--- src/rtl/apb_master_if.sv ---
// Request/response handshake and APB bus signals of the apb_master initiator.
// The master modport faces the initiator; the slave modport faces the sequencer and APB target.
interface apb_master_if #(
  parameter int unsigned ADDR_W = 40
);
  logic              req_valid;
  logic              req_ready;
  logic              req_write;
  logic [ADDR_W-1:0] req_addr;
  logic [31:0]       req_wdata;
  logic [3:0]        req_strb;

  logic              rsp_valid;
  logic              rsp_ready;
  logic [31:0]       rsp_rdata;
  logic              rsp_err;
  logic              rsp_timeout;

  logic              psel;
  logic              penable;
  logic              pwrite;
  logic [ADDR_W-1:0] paddr;
  logic [31:0]       pwdata;
  logic [3:0]        pstrb;
  logic [31:0]       prdata;
  logic              pready;
  logic              pslverr;

  modport master (
    input  req_valid, req_write, req_addr, req_wdata, req_strb, rsp_ready,
    input  prdata, pready, pslverr,
    output req_ready, rsp_valid, rsp_rdata, rsp_err, rsp_timeout,
    output psel, penable, pwrite, paddr, pwdata, pstrb
  );

  modport slave (
    output req_valid, req_write, req_addr, req_wdata, req_strb, rsp_ready,
    output prdata, pready, pslverr,
    input  req_ready, rsp_valid, rsp_rdata, rsp_err, rsp_timeout,
    input  psel, penable, pwrite, paddr, pwdata, pstrb
  );
endinterface

--- src/rtl/apb_master.sv ---
// Single-outstanding APB initiator: valid/ready command in, APB SETUP/ACCESS transfer out,
// response held until taken. Hung ACCESS phases are aborted after TIMEOUT_CYCLES.
module apb_master #(
  parameter int unsigned ADDR_W         = 40,
  parameter int unsigned TIMEOUT_CYCLES = 256
) (
  input logic          clk,
  input logic          reset,
  apb_master_if.master bus
);
  localparam int unsigned   CntW      = (TIMEOUT_CYCLES > 1) ? $clog2(TIMEOUT_CYCLES) : 1;
  localparam logic [CntW-1:0] CntLast = CntW'(TIMEOUT_CYCLES - 1);
  localparam bit            TimeoutEn = (TIMEOUT_CYCLES != 0);

  typedef enum logic [1:0] {StIdle, StSetup, StAccess, StResp} state_e;

  state_e            state_q;
  logic [CntW-1:0]   cnt_q;
  logic              psel_q;
  logic              penable_q;
  logic              pwrite_q;
  logic [ADDR_W-1:0] paddr_q;
  logic [31:0]       pwdata_q;
  logic [3:0]        pstrb_q;
  logic              rsp_valid_q;
  logic [31:0]       rsp_rdata_q;
  logic              rsp_err_q;
  logic              rsp_timeout_q;

  always_ff @(posedge clk or negedge reset) begin
    if (!reset) begin
      state_q       <= StIdle;
      cnt_q         <= '0;
      psel_q        <= 1'b0;
      penable_q     <= 1'b0;
      pwrite_q      <= 1'b0;
      paddr_q       <= '0;
      pwdata_q      <= '0;
      pstrb_q       <= '0;
      rsp_valid_q   <= 1'b0;
      rsp_rdata_q   <= '0;
      rsp_err_q     <= 1'b0;
      rsp_timeout_q <= 1'b0;
    end else begin
      unique case (state_q)
        StIdle: begin
          if (bus.req_valid) begin
            pwrite_q  <= bus.req_write;
            paddr_q   <= {bus.req_addr[ADDR_W-1:2], 2'b00};
            pwdata_q  <= bus.req_wdata;
            pstrb_q   <= bus.req_write ? bus.req_strb : 4'h0;
            psel_q    <= 1'b1;
            penable_q <= 1'b0;
            cnt_q     <= '0;
            state_q   <= StSetup;
          end
        end
        StSetup: begin
          penable_q <= 1'b1;
          state_q   <= StAccess;
        end
        StAccess: begin
          // A pready on the threshold edge wins over the abort.
          if (bus.pready) begin
            rsp_rdata_q   <= pwrite_q ? 32'h0 : bus.prdata;
            rsp_err_q     <= bus.pslverr;
            rsp_timeout_q <= 1'b0;
            rsp_valid_q   <= 1'b1;
            psel_q        <= 1'b0;
            penable_q     <= 1'b0;
            state_q       <= StResp;
          end else if (TimeoutEn && (cnt_q == CntLast)) begin
            rsp_rdata_q   <= 32'h0;
            rsp_err_q     <= 1'b1;
            rsp_timeout_q <= 1'b1;
            rsp_valid_q   <= 1'b1;
            psel_q        <= 1'b0;
            penable_q     <= 1'b0;
            state_q       <= StResp;
          end else begin
            cnt_q <= cnt_q + 1'b1;
          end
        end
        StResp: begin
          if (bus.rsp_ready) begin
            rsp_valid_q <= 1'b0;
            state_q     <= StIdle;
          end
        end
        default: state_q <= StIdle;
      endcase
    end
  end

  assign bus.req_ready   = (state_q == StIdle);
  assign bus.psel        = psel_q;
  assign bus.penable     = penable_q;
  assign bus.pwrite      = pwrite_q;
  assign bus.paddr       = paddr_q;
  assign bus.pwdata      = pwdata_q;
  assign bus.pstrb       = pstrb_q;
  assign bus.rsp_valid   = rsp_valid_q;
  assign bus.rsp_rdata   = rsp_rdata_q;
  assign bus.rsp_err     = rsp_err_q;
  assign bus.rsp_timeout = rsp_timeout_q;
endmodule
--- src/flat_wrapper.sv ---
// flat-port wrapper written by rule: the top's interface ports become plain ports
module apb_master_flat 
#(
  parameter int unsigned ADDR_W         = 40,
  parameter int unsigned TIMEOUT_CYCLES = 256
)
  (clk, reset, bus_req_valid, bus_req_write, bus_req_addr, bus_req_wdata, bus_req_strb, bus_rsp_ready, bus_prdata, bus_pready, bus_pslverr, bus_req_ready, bus_rsp_valid, bus_rsp_rdata, bus_rsp_err, bus_rsp_timeout, bus_psel, bus_penable, bus_pwrite, bus_paddr, bus_pwdata, bus_pstrb);
  apb_master_if #(.ADDR_W(ADDR_W)) bus_i ();
  input logic clk;
  input logic reset;
  input wire logic [$bits(bus_i.req_valid)-1:0] bus_req_valid;
  input wire logic [$bits(bus_i.req_write)-1:0] bus_req_write;
  input wire logic [$bits(bus_i.req_addr)-1:0] bus_req_addr;
  input wire logic [$bits(bus_i.req_wdata)-1:0] bus_req_wdata;
  input wire logic [$bits(bus_i.req_strb)-1:0] bus_req_strb;
  input wire logic [$bits(bus_i.rsp_ready)-1:0] bus_rsp_ready;
  input wire logic [$bits(bus_i.prdata)-1:0] bus_prdata;
  input wire logic [$bits(bus_i.pready)-1:0] bus_pready;
  input wire logic [$bits(bus_i.pslverr)-1:0] bus_pslverr;
  output wire logic [$bits(bus_i.req_ready)-1:0] bus_req_ready;
  output wire logic [$bits(bus_i.rsp_valid)-1:0] bus_rsp_valid;
  output wire logic [$bits(bus_i.rsp_rdata)-1:0] bus_rsp_rdata;
  output wire logic [$bits(bus_i.rsp_err)-1:0] bus_rsp_err;
  output wire logic [$bits(bus_i.rsp_timeout)-1:0] bus_rsp_timeout;
  output wire logic [$bits(bus_i.psel)-1:0] bus_psel;
  output wire logic [$bits(bus_i.penable)-1:0] bus_penable;
  output wire logic [$bits(bus_i.pwrite)-1:0] bus_pwrite;
  output wire logic [$bits(bus_i.paddr)-1:0] bus_paddr;
  output wire logic [$bits(bus_i.pwdata)-1:0] bus_pwdata;
  output wire logic [$bits(bus_i.pstrb)-1:0] bus_pstrb;
  assign bus_i.req_valid = bus_req_valid;
  assign bus_i.req_write = bus_req_write;
  assign bus_i.req_addr = bus_req_addr;
  assign bus_i.req_wdata = bus_req_wdata;
  assign bus_i.req_strb = bus_req_strb;
  assign bus_i.rsp_ready = bus_rsp_ready;
  assign bus_i.prdata = bus_prdata;
  assign bus_i.pready = bus_pready;
  assign bus_i.pslverr = bus_pslverr;
  assign bus_req_ready = bus_i.req_ready;
  assign bus_rsp_valid = bus_i.rsp_valid;
  assign bus_rsp_rdata = bus_i.rsp_rdata;
  assign bus_rsp_err = bus_i.rsp_err;
  assign bus_rsp_timeout = bus_i.rsp_timeout;
  assign bus_psel = bus_i.psel;
  assign bus_penable = bus_i.penable;
  assign bus_pwrite = bus_i.pwrite;
  assign bus_paddr = bus_i.paddr;
  assign bus_pwdata = bus_i.pwdata;
  assign bus_pstrb = bus_i.pstrb;
  apb_master #(.ADDR_W(ADDR_W), .TIMEOUT_CYCLES(TIMEOUT_CYCLES)) u_core (.clk(clk), .reset(reset), .bus(bus_i));
endmodule
--- config.mk ---
export PLATFORM = sky130hd
export DESIGN_NAME = apb_master_flat
export DESIGN_NICKNAME = d
export VERILOG_FILES = /design/src/rtl/apb_master_if.sv /design/src/rtl/apb_master.sv /design/src/flat_wrapper.sv
export SDC_FILE = /design/constraint.sdc
export NUM_CORES = 1
export LEC_CHECK = 0
export ABC_CLOCK_PERIOD_IN_PS = 4800
export BUFFER_PORTS_ARGS = -buffer_cell sky130_fd_sc_hd__buf_2
export CORE_MARGIN = 2
export CORE_UTILIZATION = 43
export CTS_BUF_LIST = sky130_fd_sc_hd__clkbuf_16
export CTS_CLUSTER_DIAMETER = 150
export CTS_CLUSTER_SIZE = 30
export DETAILED_ROUTE_END_ITERATION = 10
export HOLD_SLACK_MARGIN = 0.15
export PLACE_DENSITY_LB_ADDON = 0.2
export SYNTH_ARGS = -nofsm -noshare
export SYNTH_HDL_FRONTEND = slang
export SYNTH_SLANG_ARGS = --single-unit
--- constraint.sdc ---
create_clock -name clk -period 4.8 [get_ports clk]
set_clock_uncertainty 0.1 [all_clocks]
set_input_delay 0.24 -clock clk [delete_from_list [all_inputs] [get_ports clk]]
set_output_delay 0.24 -clock clk [all_outputs]
set_load 0.1 [all_outputs]
# ---- After elaboration in Yosys (flattened, before gate mapping)
# Cells that the tools add are included.
dict set report totals {
  reg_bits 122
  ram_bits 0
  rom_bits 0
  n_memories 0
  word_cells 59
  latchBits 0
}
dict set report classes {
  n_reduce_logical 12
  bitwise 0
  div 0
  addsub 1
  n_mux 25
  shift 0
  n_eq_ne 9
  mul 0
  order_cmp 0
}
# cell count
set ops {}
lappend ops {{two-way mux 32 bit} 3}
lappend ops {{two-way mux 8 bit} 3}
lappend ops {{case mux 8 bit (2 select lines)} 1}
lappend ops {{AND reduction 3 bit} 4}
lappend ops {{two-way mux 1 bit} 9}
lappend ops {{adder 8 x 1 -> 8 bit (second input constant)} 1}
lappend ops {{== test 8 bit (second input constant)} 1}
lappend ops {{two-way mux 2 bit} 4}
lappend ops {{!= test 2 bit (second input constant)} 4}
lappend ops {{case mux 2 bit (4 select lines)} 1}
lappend ops {{nonzero test 2 bit} 3}
lappend ops {{== test 2 bit (second input constant)} 2}
lappend ops {{two-way mux 4 bit} 1}
lappend ops {{case mux 1 bit (2 select lines)} 2}
lappend ops {{AND reduction 2 bit} 2}
lappend ops {{AND reduction 4 bit} 1}
lappend ops {{!= test 3 x 2 -> 1 bit (second input constant)} 1}
lappend ops {{case mux 1 bit (3 select lines)} 1}
lappend ops {{nonzero test 3 bit} 1}
lappend ops {{== test 2 x 1 -> 1 bit (second input constant)} 1}
lappend ops {{zero test 2 bit} 1}

# ---- Depth between registers and ports, before layout
dict set report depth {
  word_depth 4
  ltp_mapped 7
  depth_no_buf 6
}

# ---- Least setup slack after synthesis
# No wires, ideal clock.
dict set report synth_timing {
  path_kind {reg-to-reg}
  from {register u_core.state_q[0]}
  to {register u_core.pwdata_q[20], in the netlist u_core.bus.pwdata[20]}
  arrival_time_ns 2.315
  stages_incl_launch_ff 7
  slack_ns 2.260
  period_less_slack_ns 2.540
  required_time_ns 4.574
  cell_sequence {dfrtp_1 inv_1 ha_1 nand2_1 buf_2 buf_2 mux2_2}
}
dict set report synth_via {
  elab_chain_cells 2
}
# element line
set synth_rtl {}
lappend synth_rtl {{start, declared} apb_master.sv:17} ;# state_e state_q;
lappend synth_rtl {{start signal, assigned} apb_master.sv:32} ;# state_q <= StIdle;
lappend synth_rtl {{start signal, assigned} apb_master.sv:55} ;# state_q <= StSetup;
lappend synth_rtl {{start signal, assigned} apb_master.sv:60} ;# state_q <= StAccess;
lappend synth_rtl {{zero test 2 bit} n/a}
lappend synth_rtl {{via bus_req_ready} flat_wrapper.sv:20} ;# output wire logic [$bits(bus_i.req_ready)-1:0] bus_req_ready;
lappend synth_rtl {{AND reduction 2 bit (no source line)} n/a}
lappend synth_rtl {{end signal, assigned} apb_master.sv:50} ;# pwdata_q <= bus.req_wdata;
lappend synth_rtl {{end, declared} apb_master.sv:23} ;# logic [31:0] pwdata_q;
# The timed path passes the listed nets, and every way through them passes these cells.
# A chain may end at the register's enable or synchronous reset.

# ---- Final worst setup path
dict set report layout_timing {
  from {register u_core.state_q[0]}
  to {register u_core.cnt_q[1]}
}
dict set report layout_via {
  elab_chain_cells 3
  word_cells_on_any_way 8
  classes_between {4 x eq/ne; 1 x mux; 3 x reduce/logical}
}
# element line
set layout_rtl {}
lappend layout_rtl {{== test 2 bit or zero test 2 bit (tied branches)} apb_master.sv:45} ;# unique case (state_q)
lappend layout_rtl {{!= test 2 bit (no source line) or nonzero test 2 bit (tied branches)} n/a}
lappend layout_rtl {{AND reduction 4 bit (no source line)} n/a}
lappend layout_rtl {{end signal, assigned} apb_master.sv:81} ;# cnt_q <= cnt_q + 1'b1;
lappend layout_rtl {{end, declared} apb_master.sv:18} ;# logic [CntW-1:0] cnt_q;
# Several ways; a longest one is shown, not always the timed one.

==> results.yml <==
run_status:
  status: "complete, no violations"
detailed_routing:
  dr.pass1.iters: 6
  drt_iter0_drc: 195
  routed_via_density: 4.933
  avgRoutedWirePerCell_microns: 16.75
  ant_nets: 0
  wirelength_microns: 14040
  drcViolationCount: 0
  vias: 4134
critical_path:
  start_kind: "flop"
  crit_start: "u_core.state_q[0]"
  r2r-start: "u_core.state_q[0]"
  crit_arrival_ns: 2.80
  path_max_fanout: 26
  crit_type: "reg2reg"
  cp-end-kind: "flop"
  cp.required_ns: 5.03
floorplanning:
  die_w_microns: 110.5
  std_cell_rows: 38
  start_util: 0.4458
  die_y_microns: 110.5
  boundaryPins: 230
  core-area_sq_um: 10940
  die_area_sq_um: 12200
clocking:
  ctsResizeCount: 0
  ctsHoldBuffers: 116
  cts_tree: "built"
  htree_levels: 4
  cts_setup_buffers: 0
  cts_buffers: 17
  root_buffer: "clkbuf_16"
  clockBufferDepth: 2
  clk-insertion-delay-late_ns: 0.41
  clkTransAtPathRegs_ns: 0.05
  cts.sinks: 122
yosys:
  synth_top_cell_by_area: "dfrtp_1"
  synthTopCellsByArea: "dfrtp_1 (63%), mux2_2 (17%), a22o_1 (4.1%), and4b_1 (1.8%), ha_1 (1.8%)"
  synth_common_cells: "dfrtp_1 (122), mux2_2 (73), a22o_1 (23), nand2_1 (15), buf_2 (14)"
  yosysWarnings: 0
  synth.ff_latch_count: 122
  postSynthCellCount: 344
  synth-seq-area-share: 0.6263
  synth-async-reset-ratio: 1.000
  yosysMostFrequentCell: "dfrtp_1"
  syn_area_sq_um: 4875
  syn_area_per_cell_sq_um: 14.17
  yosys.area.top_type_share: 0.6263
  synth_cell_type_count: 34
  synthFlopType: "dfrtp_1"
  synth_edf_count: 0
timing:
  slew_violations: 0
  maxSlewHeadroom: 0.3325
  hold_slack_ns: 0.3730
  min_period_over_period: 0.5361
  finalCriticalPeriod_ns: 2.573
  setup_viol_count_final: 0
  max_clock_freq_mhz: 388.6
  finalHoldViolations: 0
  worstMarginPinSlew_ns: 1.001
  setup_tns_ns: 0
  rsz0062_at_grt: "false"
  timing.final.ws_setup_ns: 2.227
placed_design:
  place_ws_ns: 2.256
  gp_congestion: 0.7561
  port_buffers: 225
  dp_cells: 691
  dp_hpwl_microns: 8236
finish:
  finalNonFillerCells: 838
  synthToLayoutAreaGrowth_pct: 60.58
  antenna_cells: 0
  nNetsFinal: 808
  drive_above_1_share: 0.4713
global_routing:
  antenna_found_initial: 0
  grt_max_degree: 80
  grt-ovfl-total: 0
  grt_first_pass_wirelength_microns: 22890
  track_usage: 0.2356
  grt_pass1_vias: 4579
min_path:
  hold_start: "u_core.bus.rsp_rdata[29]"
  hold_path.class: "reg2reg"
flow_run:
  drv_cap: 0
kinds of logic (layout without fill, tap and decap cells):
group | count (synthesis) | after routing | synth area share
and+or+nand+nor | 46 | 46 | 0.05826
adders and majority gates | 7 | 7 | 0.01797
other | 1 | 2 | 0.0007693
buffers and inverters | 31 | 384 | 0.03054
muxes | 75 | 75 | 0.1727
DFF | 122 | 122 | 0.6263
AOI/OAI and AO/OA | 62 | 62 | 0.09343
routing by layer:
layer  up-vias  track usage  routed length [microns]
li1       1916            -                        -
met1      1995       0.2609                     5484
met2       199       0.4221                     7230
met3        24      0.07849                     1045
met4         0      0.08333                      278
met5         -            0                        0
registers in the layout, indices dropped and copies added (netlist names):
name	cells
u_core.bus.paddr	38
u_core.bus.pwdata	32
u_core.bus.rsp_rdata	32
u_core.cnt_q	8
u_core.bus.pstrb	4
u_core.state_q	2
u_core.bus.penable	1
u_core.bus.psel	1
u_core.bus.pwrite	1
u_core.bus.rsp_err	1
u_core.bus.rsp_timeout	1
u_core.bus.rsp_valid	1
final timing paths:
kind / slack [ns] / endpoint / cells after the start
hold reg to reg: 0.37 / u_core.bus.rsp_rdata[29] / 1
max in group asynchronous: 2.98 / u_core.bus.rsp_rdata[15] / 3
min in group asynchronous: 0.40 / u_core.bus.rsp_rdata[11] / 2
setup / recovery: 2.23 / u_core.cnt_q[1] / 5
hold / removal: 0.37 / u_core.bus.rsp_rdata[29] / 1
setup reg to reg: 2.23 / u_core.cnt_q[1] / 5
worst max-delay path: stages (launching register included):
cell,delay (ns)
dfrtp_1,0.42
inv_1,0.12
ha_1,0.72
o211a_1,0.54
o21a_1,0.36
mux2i_1,0.22
layout by cell type (no fill, tap or decap):
cell	n
o21ai_2	1
buf_2	224
nand2_1	14
clkbuf_16	17
o21ai_0	8
nand4b_1	2
clkinvlp_4	1
mux2_2	73
nand4_1	1
clkinv_1	3
a21bo_1	1
and4b_1	9
dlygate4sd3_1	116
o221ai_1	1
nand2_4	1
a22o_1	23
nand3_1	4
a31oi_1	8
nor2_1	3
and3_1	3
ha_1	7
nor3b_2	1
nor4b_1	1
a21o_1	9
o32a_1	1
inv_1	12
dfrtp_1	122
o211a_1	1
clkinv_2	4
nand2b_1	4
conb_1	2
o21a_1	2
bufinv_16	3
mux2i_1	2
a21oi_1	6
nor2b_1	2
buf_4	4
o211ai_1	1
nor3_1	1
through the flow:
step | instance area (sq um) | util
floorplan | 4878 | -
global placement | 6101 | 0.5579
detailed placement | 6101 | 0.5579
CTS | 7828 | 0.7158
global route | 7828 | 0.7158
finish | 7828 | 0.7158
area by class of cell:
cell class | instances | area, sq um
Fill cell | 741 | 3108
Multi-Input combinational cell | 192 | 1688
Timing Repair Buffer | 344 | 2312
Clock inverter | 14 | 140.1
Tap cell | 140 | 175.2
Clock buffer | 17 | 425.4
Sequential cell | 122 | 3053
Inverter | 9 | 33.78
Power is left out: the tool's default activity adds up to more than one toggle a clock period on the data nets, which glitch-free logic cannot reach.
